`config.mk`:
```
export PLATFORM = sky130hd
export DESIGN_NAME = serial_adder
export DESIGN_NICKNAME = d
export VERILOG_FILES = /design/src/rtl/serial_adder_pkg.sv /design/src/rtl/fa_cell.sv /design/src/rtl/serial_adder.sv
export SDC_FILE = /design/constraint.sdc
export NUM_CORES = 1
export LEC_CHECK = 0
export CAP_MARGIN = 20
export CORE_ASPECT_RATIO = 0.6
export CORE_UTILIZATION = 50
export DETAILED_ROUTE_END_ITERATION = 10
export GPL_TIMING_DRIVEN = 0
export PLACE_DENSITY_LB_ADDON = 0.3
export SETUP_SLACK_MARGIN = 0.05
export SYNTH_ARGS = -nofsm -noshare
export SYNTH_HDL_FRONTEND = slang
export SYNTH_SLANG_ARGS = --single-unit
```
`constraint.sdc`:
```
create_clock -name clk -period 3 [get_ports clk]
set_input_delay 0.45 -clock clk [delete_from_list [all_inputs] [get_ports clk]]
set_output_delay 0.45 -clock clk [all_outputs]
set_load 0.02 [all_outputs]
```
`src/rtl/serial_adder_pkg.sv`:
```
// ============================================================================
// serial_adder_pkg : shared FSM encoding and sizing helpers  |  Rev 1.0
// ============================================================================
`default_nettype none

package serial_adder_pkg;

  typedef enum logic [1:0] {
    IDLE = 2'd0,
    BUSY = 2'd1,
    DONE = 2'd2
  } state_e;

  function automatic int clog2(input int value);
    int r;
    r = 0;
    while ((1 << r) < value) r++;
    return r;
  endfunction

  // Step counter must hold 0..STEPS; never collapse to zero width.
  function automatic int cnt_width(input int steps);
    int w;
    w = clog2(steps + 1);
    return (w < 1) ? 1 : w;
  endfunction

endpackage

`default_nettype wire

```
`src/rtl/fa_cell.sv`:
```
// ============================================================================
// fa_cell : combinational 1-bit full adder  |  Rev 1.0
// ============================================================================
`default_nettype none

module fa_cell (
  input  logic a_i,
  input  logic b_i,
  input  logic cin_i,
  output logic sum_o,
  output logic carry_o
);

  logic w_axb;

  assign w_axb   = a_i ^ b_i;
  assign sum_o   = w_axb ^ cin_i;
  assign carry_o = (a_i & b_i) | (cin_i & w_axb);

endmodule

`default_nettype wire

```
`src/rtl/serial_adder.sv`:
```
// ============================================================================
// serial_adder : digit-serial add/subtract on valid/ready streams  |  Rev 1.0
// ============================================================================
`default_nettype none

module serial_adder
  import serial_adder_pkg::*;
#(
  parameter int WIDTH = 8,
  parameter int DIGIT = 1
) (
  input  logic             clk,
  input  logic             rst,
  input  logic             in_valid,
  output logic             in_ready,
  input  logic [WIDTH-1:0] a,
  input  logic [WIDTH-1:0] b,
  input  logic             cin,
  input  logic             sub,
  output logic             out_valid,
  input  logic             out_ready,
  output logic [WIDTH-1:0] sum,
  output logic             carry,
  output logic             overflow
);

  localparam int STEPS = WIDTH / DIGIT;
  localparam int CW    = cnt_width(STEPS);
  localparam logic [CW-1:0] LAST_STEP = CW'(STEPS - 1);

  if (WIDTH < 1 || DIGIT < 1 || DIGIT > WIDTH || (WIDTH % DIGIT) != 0) begin : g_param_check
    $error("serial_adder: DIGIT must divide WIDTH and WIDTH must be >= 1");
  end

  state_e           state_q, state_d;
  logic [CW-1:0]    cnt_q, cnt_d;
  logic [WIDTH-1:0] a_q, a_d;
  logic [WIDTH-1:0] b_q, b_d;
  logic             cint_q, cint_d;
  logic [WIDTH-1:0] sum_q, sum_d;
  logic             carry_q, carry_d;
  logic             ovf_q, ovf_d;

  logic [DIGIT:0]   chain;
  logic [DIGIT-1:0] digit_sum;
  logic [WIDTH-1:0] sum_shift;

  assign chain[0] = cint_q;

  for (genvar i = 0; i < DIGIT; i++) begin : g_cell
    fa_cell u_fa (
      .a_i     (a_q[i]),
      .b_i     (b_q[i]),
      .cin_i   (chain[i]),
      .sum_o   (digit_sum[i]),
      .carry_o (chain[i+1])
    );
  end

  // Result digits enter at the MSB end so the LSB digit lands at bit 0 last.
  if (DIGIT == WIDTH) begin : g_full_digit
    assign sum_shift = digit_sum;
  end else begin : g_part_digit
    assign sum_shift = {digit_sum, sum_q[WIDTH-1:DIGIT]};
  end

  always_comb begin
    state_d = state_q;
    cnt_d   = cnt_q;
    a_d     = a_q;
    b_d     = b_q;
    cint_d  = cint_q;
    sum_d   = sum_q;
    carry_d = carry_q;
    ovf_d   = ovf_q;
    case (state_q)
      IDLE: begin
        if (in_valid) begin
          a_d     = a;
          b_d     = sub ? ~b : b;
          cint_d  = sub ? ~cin : cin;
          cnt_d   = '0;
          state_d = BUSY;
        end
      end
      BUSY: begin
        sum_d  = sum_shift;
        a_d    = a_q >> DIGIT;
        b_d    = b_q >> DIGIT;
        cint_d = chain[DIGIT];
        cnt_d  = cnt_q + 1'b1;
        if (cnt_q == LAST_STEP) begin
          // On the last step the top cell of the chain is the word MSB.
          carry_d = chain[DIGIT];
          ovf_d   = chain[DIGIT] ^ chain[DIGIT-1];
          state_d = DONE;
        end
      end
      DONE: begin
        if (out_ready) state_d = IDLE;
      end
      default: state_d = IDLE;
    endcase
  end

  always_ff @(posedge clk) begin
    if (rst) begin
      state_q <= IDLE;
      cnt_q   <= '0;
      a_q     <= '0;
      b_q     <= '0;
      cint_q  <= 1'b0;
      sum_q   <= '0;
      carry_q <= 1'b0;
      ovf_q   <= 1'b0;
    end else begin
      state_q <= state_d;
      cnt_q   <= cnt_d;
      a_q     <= a_d;
      b_q     <= b_d;
      cint_q  <= cint_d;
      sum_q   <= sum_d;
      carry_q <= carry_d;
      ovf_q   <= ovf_d;
    end
  end

  assign in_ready  = (state_q == IDLE);
  assign out_valid = (state_q == DONE);
  assign sum       = sum_q;
  assign carry     = carry_q;
  assign overflow  = ovf_q;

endmodule

`default_nettype wire

```
==> results of run 1 <==
## through the flow
stage	power, mW	hold slack, ps	utilization (%)	worst slack (ps)
after floorplan	0.584	457	-	1600
after global placement	0.638	443	69.5	1130
after detailed placement	0.646	453	69.5	1040
after CTS	1.07	462	73.9	762
after global routing	1.11	477	73.9	673
final	1.06	455	73.9	762
## cell usage in the layout, fill, tap and decap left out, drive strengths merged
| master | instances |
|---|---|
| nand3b | 1 |
| o22ai | 8 |
| a31o | 1 |
| ha | 1 |
| nor2b | 1 |
| nor4b | 1 |
| xor2 | 1 |
| clkdlybuf4s50 | 31 |
| nor3b | 1 |
| or3b | 7 |
| dfxtp | 33 |
| nor3 | 8 |
| nand2 | 17 |
| o21ai | 1 |
| nand3 | 1 |
| nor2 | 13 |
| o21ba | 1 |
| and3 | 1 |
| and2b | 1 |
| bufinv | 1 |
| o211a | 1 |
| xnor2 | 9 |
| a22oi | 11 |
| o21bai | 1 |
| or2 | 1 |
| clkbuf | 12 |
| or3 | 1 |
| inv | 2 |
| mux2i | 1 |
| nand2b | 9 |
| fa | 1 |
| buf | 8 |
| a211o | 1 |
| a21oi | 20 |
## state kept, by name, summed over array words and instances (netlist names)
name,flops
state_q,2
cint_q,1
overflow,1
a_q,8
b_q,8
cnt_q,4
sum,8
carry,1
## worst reg2reg max path, cell delays in order, from the launching register on
cell,delay (ps)
dfxtp_1,350
fa_1,490
xnor2_1,160
or3_1,320
a21oi_1,140
## where the power goes
group          switching, mW  leakage (nW)  internal, mW
combinational         0.0816         0.399        0.0796
sequential            0.0153         0.270         0.463
clock                  0.154        0.0585         0.271
total                  0.251         0.727         0.813
## area by class of cell
| type | count | area (um^2) |
|---|---|---|
| buffer | 13 | 67.6 |
| clock buffer | 7 | 86.3 |
| clock inverter | 1 | 30.0 |
| fill | 201 | 701 |
| inverter | 2 | 7.51 |
| multi-input combinational | 121 | 767 |
| sequential | 33 | 661 |
| tap | 40 | 50.0 |
| timing repair buffer | 31 | 310 |
## how the worst max path moves through the flow
stage | slack (ps) | from | cells past startpoint | to
global placement | 1130 | in_valid | 4 | cint_q
finish | 760 | state_q[1] | 3 | out_valid
detailed placement | 1040 | in_valid | 4 | b_q[1]
floorplan | 1600 | cint_q | 4 | overflow
global route | 670 | state_q[1] | 3 | out_valid
CTS | 760 | state_q[1] | 3 | out_valid
## kinds of logic (layout without fill, tap and decap cells)
group                    Yosys count  after routing  share of synthesized area [%]
AND/OR/NAND/NOR                   63             63                           23.3
AO/OA/AOI/OAI                     45             45                           19.1
flip-flops                        33             33                           44.0
buffers and inverters             15             54                           5.00
XOR/XNOR                          10             10                           5.83
adder cells (fa/ha/maj)            2              2                           2.16
multiplexers                       1              1                          0.666
## metal layers
layer  share of wire [%]  track usage, %  up-vias
li1                    -               -      663
met1                  46            31.6      630
met2                  47            41.1       44
met3                 5.8            5.92        5
met4                0.89            7.06        0
met5                   0               0        -
==> run metrics, run 1 <==
Reg2Reg Launch Point=cint_q; residual DRC count=0; Post-synth EDFFs=0; async set-reset flop share out of synthesis=0%; maximum vdd drop=0.000343 V; most frequent cell after synthesis=dfxtp_1; Slew @ Worst Pin=491 ps; PD cells=537 nW/um^2; dpl cells=240; MaxCap Viol Count=0; status=finished clean; post-cts resize count=0; Syn Area/Cell=8.89 um^2; Cell Area, Placed=1860 um^2; routability cong.=0.794; Final Cell Area=1980 um^2; CTS tree=done; static leakage=0.727 nW; Critical Path Sink Type=output port; fin cells=248; final worst path period share=74.6%; Ys Warns=0; Post-CTS Setup Inserts=0; vias in the first global route=1254; Post-DP HPWL=2610 um; Die H=44.5 um; Clock Latency Late Sink=280 ps; Yosys reg bits=33; CP cell instances=buf_2 -> nor2b_1 -> clkdlybuf4s50_1; FP Rows=14; Critical Path RT=2550 ps; arrival time at the worst endpoint=1790 ps; highest clock rate=447 MHz; Synth area leader=dfxtp_1; number of buffers created by CTS=5; Die X=72.8 um; DRT iter0 DRCs=97; first-pass GRT wire length=5880 um; final wirelength=3610 um; relative slew slack=67.3%; CP startpoint kind=register; clk root buf=clkbuf_8; R2R cell count=4; H-tree lvl count=2; Cells after Synth=169; slowest cell on the critical path=clkdlybuf4s50_1; synthesized cell area=1500 um^2; clock period minus worst slack=2240 ps; nets=231; RSZ-0062 raised after global routing=false; CP Max Fanout=10; antenna cells=0; Bufs on Longest Clock Path=2; initial antenna violation count=0; max incr delay on CP=650 ps; # IOs=34; Final Setup Violations=0; Sink Count=33; Setup TNS=0 ps; post-synth top area share=44.0%; Hold EP=sum[0]; r2r setup slk=1470 ps; Hold Startpoint=sum[0]; via count normalized by instance count=5.41; largest net degree at the start of global routing=11; RR Endpoint=overflow; worst hold path stage count=2; Pins Over Slew Limit=0; Core Region=2680 um^2; Crit Path Category=register to output port; type of the worst min-delay path=register to register; DRT antenna net count=0; most frequent cells after synthesis=dfxtp_1, a21oi_1, nand2_1; initial core utilization=56.1%; Buf/Inv on CP=2; die area=3240 um^2; Seq/Total Area, Yosys=44.0%; Syn Nets=193; GRT Overall Usage=24.4%; CTS clk-pin slew, worst paths=60 ps; cell family with most CP delay=buffers and inverters; Clock Skew=4.63 ps; Area growth syn-to-layout=31.7%; share of layout cells above drive strength 1=9.62%; 1st-pass router iterations=5; average routed wire per standard cell=14.6 um; final hold vios=0; Hold-fix buffers, CTS=0; IO buf count=31; via count=1342; count of cell types in the netlist=36; top post-synthesis cells by area=dfxtp_1, a21oi_1, a22oi_1; total gr overflow=0; Synth Flop Type=dfxtp_1
(Power assumes the default switching activity.)
==> run 2: changes to the inputs <==
CORE_UTILIZATION = 44   (was 50)
clock period = 1.94 ns   (was 3 ns; I/O delays follow)
==> run 2 against run 1 <==
Net effect:
- setup slack lost 640 ps
- clock power grew 15%
- register-to-register slack lost 1000 ps
- sequential share of layout area grew 0.49 points
- worst hold slack lost 59 ps
- clock skew grew 2.2 ps
==> run metrics, run 2 (synthesized netlist as in run 1, its figures left out) <==
arrival time at the worst endpoint=1530 ps (-260 ps); Core Region=3260 um^2 (+22%); maximum vdd drop=0.000405 V (+18%); final worst path period share=93.6%; Setup WS pre-CTS=196 ps (-843 ps); CP cell instances=buf_2 -> nor2_1 -> clkdlybuf4s50_1; Die X=77.4 um (+6.4%); Die H=47.3 um (+6.3%); final hold vios=0 (unchanged); initial antenna violation count=0 (unchanged); Cell Area, Placed=1870 um^2 (+0.34%); M1 WL=1660 um (-0.54%); WL met2=1480 um (-13%); type of the worst min-delay path=input pin to register; Area growth syn-to-layout=29.8%; Psw=0.380 mW (+52%); H-tree lvl count=2 (unchanged); CTS tree=done; Critical Path RT=1650 ps (-900 ps); antenna cells=0 (unchanged); fin cells=253 (+2.0%); Top Layer Used=met3; Final Cell Area=1950 um^2 (-1.5%); via count normalized by instance count=5.21 (-3.7%); CTS clk-pin slew, worst paths=70 ps (about the same); number of buffers created by CTS=5 (unchanged); via count=1318 (-1.8%); vias in the first global route=1144 (-8.8%); Clock Latency Late Sink=280 ps (about the same); 1st-pass router iterations=4 (-1); internal power=1.09 mW (+34%); Slew @ Worst Pin=512 ps (+20.9 ps); # IOs=34 (unchanged); residual DRC count=0 (unchanged); Final Setup Violations=0 (unchanged); cell family with most CP delay=buffers and inverters; RSZ-0062 raised after global routing=false; Pins Over Slew Limit=0 (unchanged); Hold-fix buffers, CTS=0 (unchanged); relative slew slack=65.9% (-1.4 points); share of layout cells above drive strength 1=9.62% (unchanged); GRT Overall Usage=19.0% (-5.4 points); average routed wire per standard cell=13.0 um (-11%); slowest cell on the critical path=clkdlybuf4s50_1; Comb power frac=16.5% (+1.3 points); PD cells=752 nW/um^2 (+40%); total power=1.47 mW (+38%); dpl cells=245 (+2.1%); initial core utilization=46.1% (-10 points); CP startpoint kind=register; FP Rows=16 (+2); nets=231 (unchanged); Clock Skew=6.81 ps (+2.19 ps); Buf/Inv on CP=2 (unchanged); clk root buf=clkbuf_8; clock share of power=33.2% (-6.7 points); max incr delay on CP=600 ps (-50 ps); highest clock rate=551 MHz; first-pass GRT wire length=5230 um (-11%); IO buf count=31 (unchanged); Sink Count=33 (unchanged); clock period minus worst slack=1820 ps; Post-DP HPWL=2370 um (-9.3%); Critical Path Sink Type=output port; Bufs on Longest Clock Path=2 (unchanged); most frequent cells in the layout=dfxtp_1, clkdlybuf4s50_1, a21oi_1, nand2_1, nor2_1; status=finished clean; commonest non-fill, non-tap cell in the layout=dfxtp_1; Setup TNS=0 ps (unchanged); DRT iter0 DRCs=61 (-37%); Crit Path Category=register to output port; die area=3660 um^2 (+13%); PnR worst setup slack=124 ps (-638 ps); total gr overflow=0 (unchanged); routability cong.=0.756 (-4.8%); DRT antenna net count=0 (unchanged); final wirelength=3280 um (-9.1%); Sw Share=25.9% (+2.4 points); static leakage=0.718 nW (-1.2%); MaxCap Viol Count=0 (unchanged); CP Max Fanout=10 (unchanged); routed length on met3=143 um (-32%); largest net degree at the start of global routing=11 (unchanged); filler instances=305 (+52%); sequential share of power=50.3% (+5.3 points)
==> run 2: path summary, 6_finish.rpt <==
kind / end / slack [ps] / start / cells after the start
setup / recovery: in_ready / 120 / state_q[1] / 3
hold / removal: b_q[1] / 400 / rst / 2
setup reg to reg: overflow / 440 / cint_q / 4
hold reg to reg: sum[0] / 460 / sum[0] / 2
==> run 2: area by class of cell <==
cell class	instances	area, um^2	area share [%]
multi-input combinational	121	767	39.3
sequential	33	661	33.9
timing repair buffer	31	309	15.8
clock buffer	6	72.6	3.72
buffer	13	67.6	3.46
tap	45	56.3	2.89
clock inverter	2	10.0	0.513
inverter	2	7.51	0.385
==> run 2: stage by stage <==
| step | hold slack (ps) | utilization, % |
|---|---|---|
| 2_1_floorplan | 451 | - |
| 3_3_place_gp | 443 | 57.3 |
| 3_5_place_dp | 447 | 57.3 |
| 4_1_cts | 389 | 59.8 |
| 5_1_grt | 408 | 59.8 |
| 6_report | 396 | 59.8 |
==> run 2: repair_timing <==
action                     in CTS  in global routing
buffers inserted                0                  0
hold endpoints to repair        0                  0
setup endpoints to repair       1                  0
resized for setup               1                  0
==> run 2: power by group through the flow <==
stage	combinational, mW	clock [mW]	sequential (mW)
floorplan	0.152	0	0.751
global placement	0.236	0	0.751
detailed placement	0.239	0	0.753
CTS	0.241	0.499	0.738
global route	0.264	0.530	0.742
finish	0.242	0.487	0.738
==> run 2: per-layer routing <==
metal / vias to the layer above / track usage (%)
met5: - / 0
met3: 0 / 5.63
li1: 664 / -
met4: 0 / 6.42
met1: 622 / 24.2
met2: 32 / 31.9
==> run 2: worst reg2reg max path, cell delays in order (launching register included) <==
cell and delay, ps:
dfxtp_1 350, fa_1 480, xnor2_1 140, or3_1 310, a21oi_1 150
==> run 3: changes to the inputs <==
SLEW_MARGIN = 15   (was default)
==> results of run 3 <==
Final layout, timing and power as in run 2 (identical DEF).
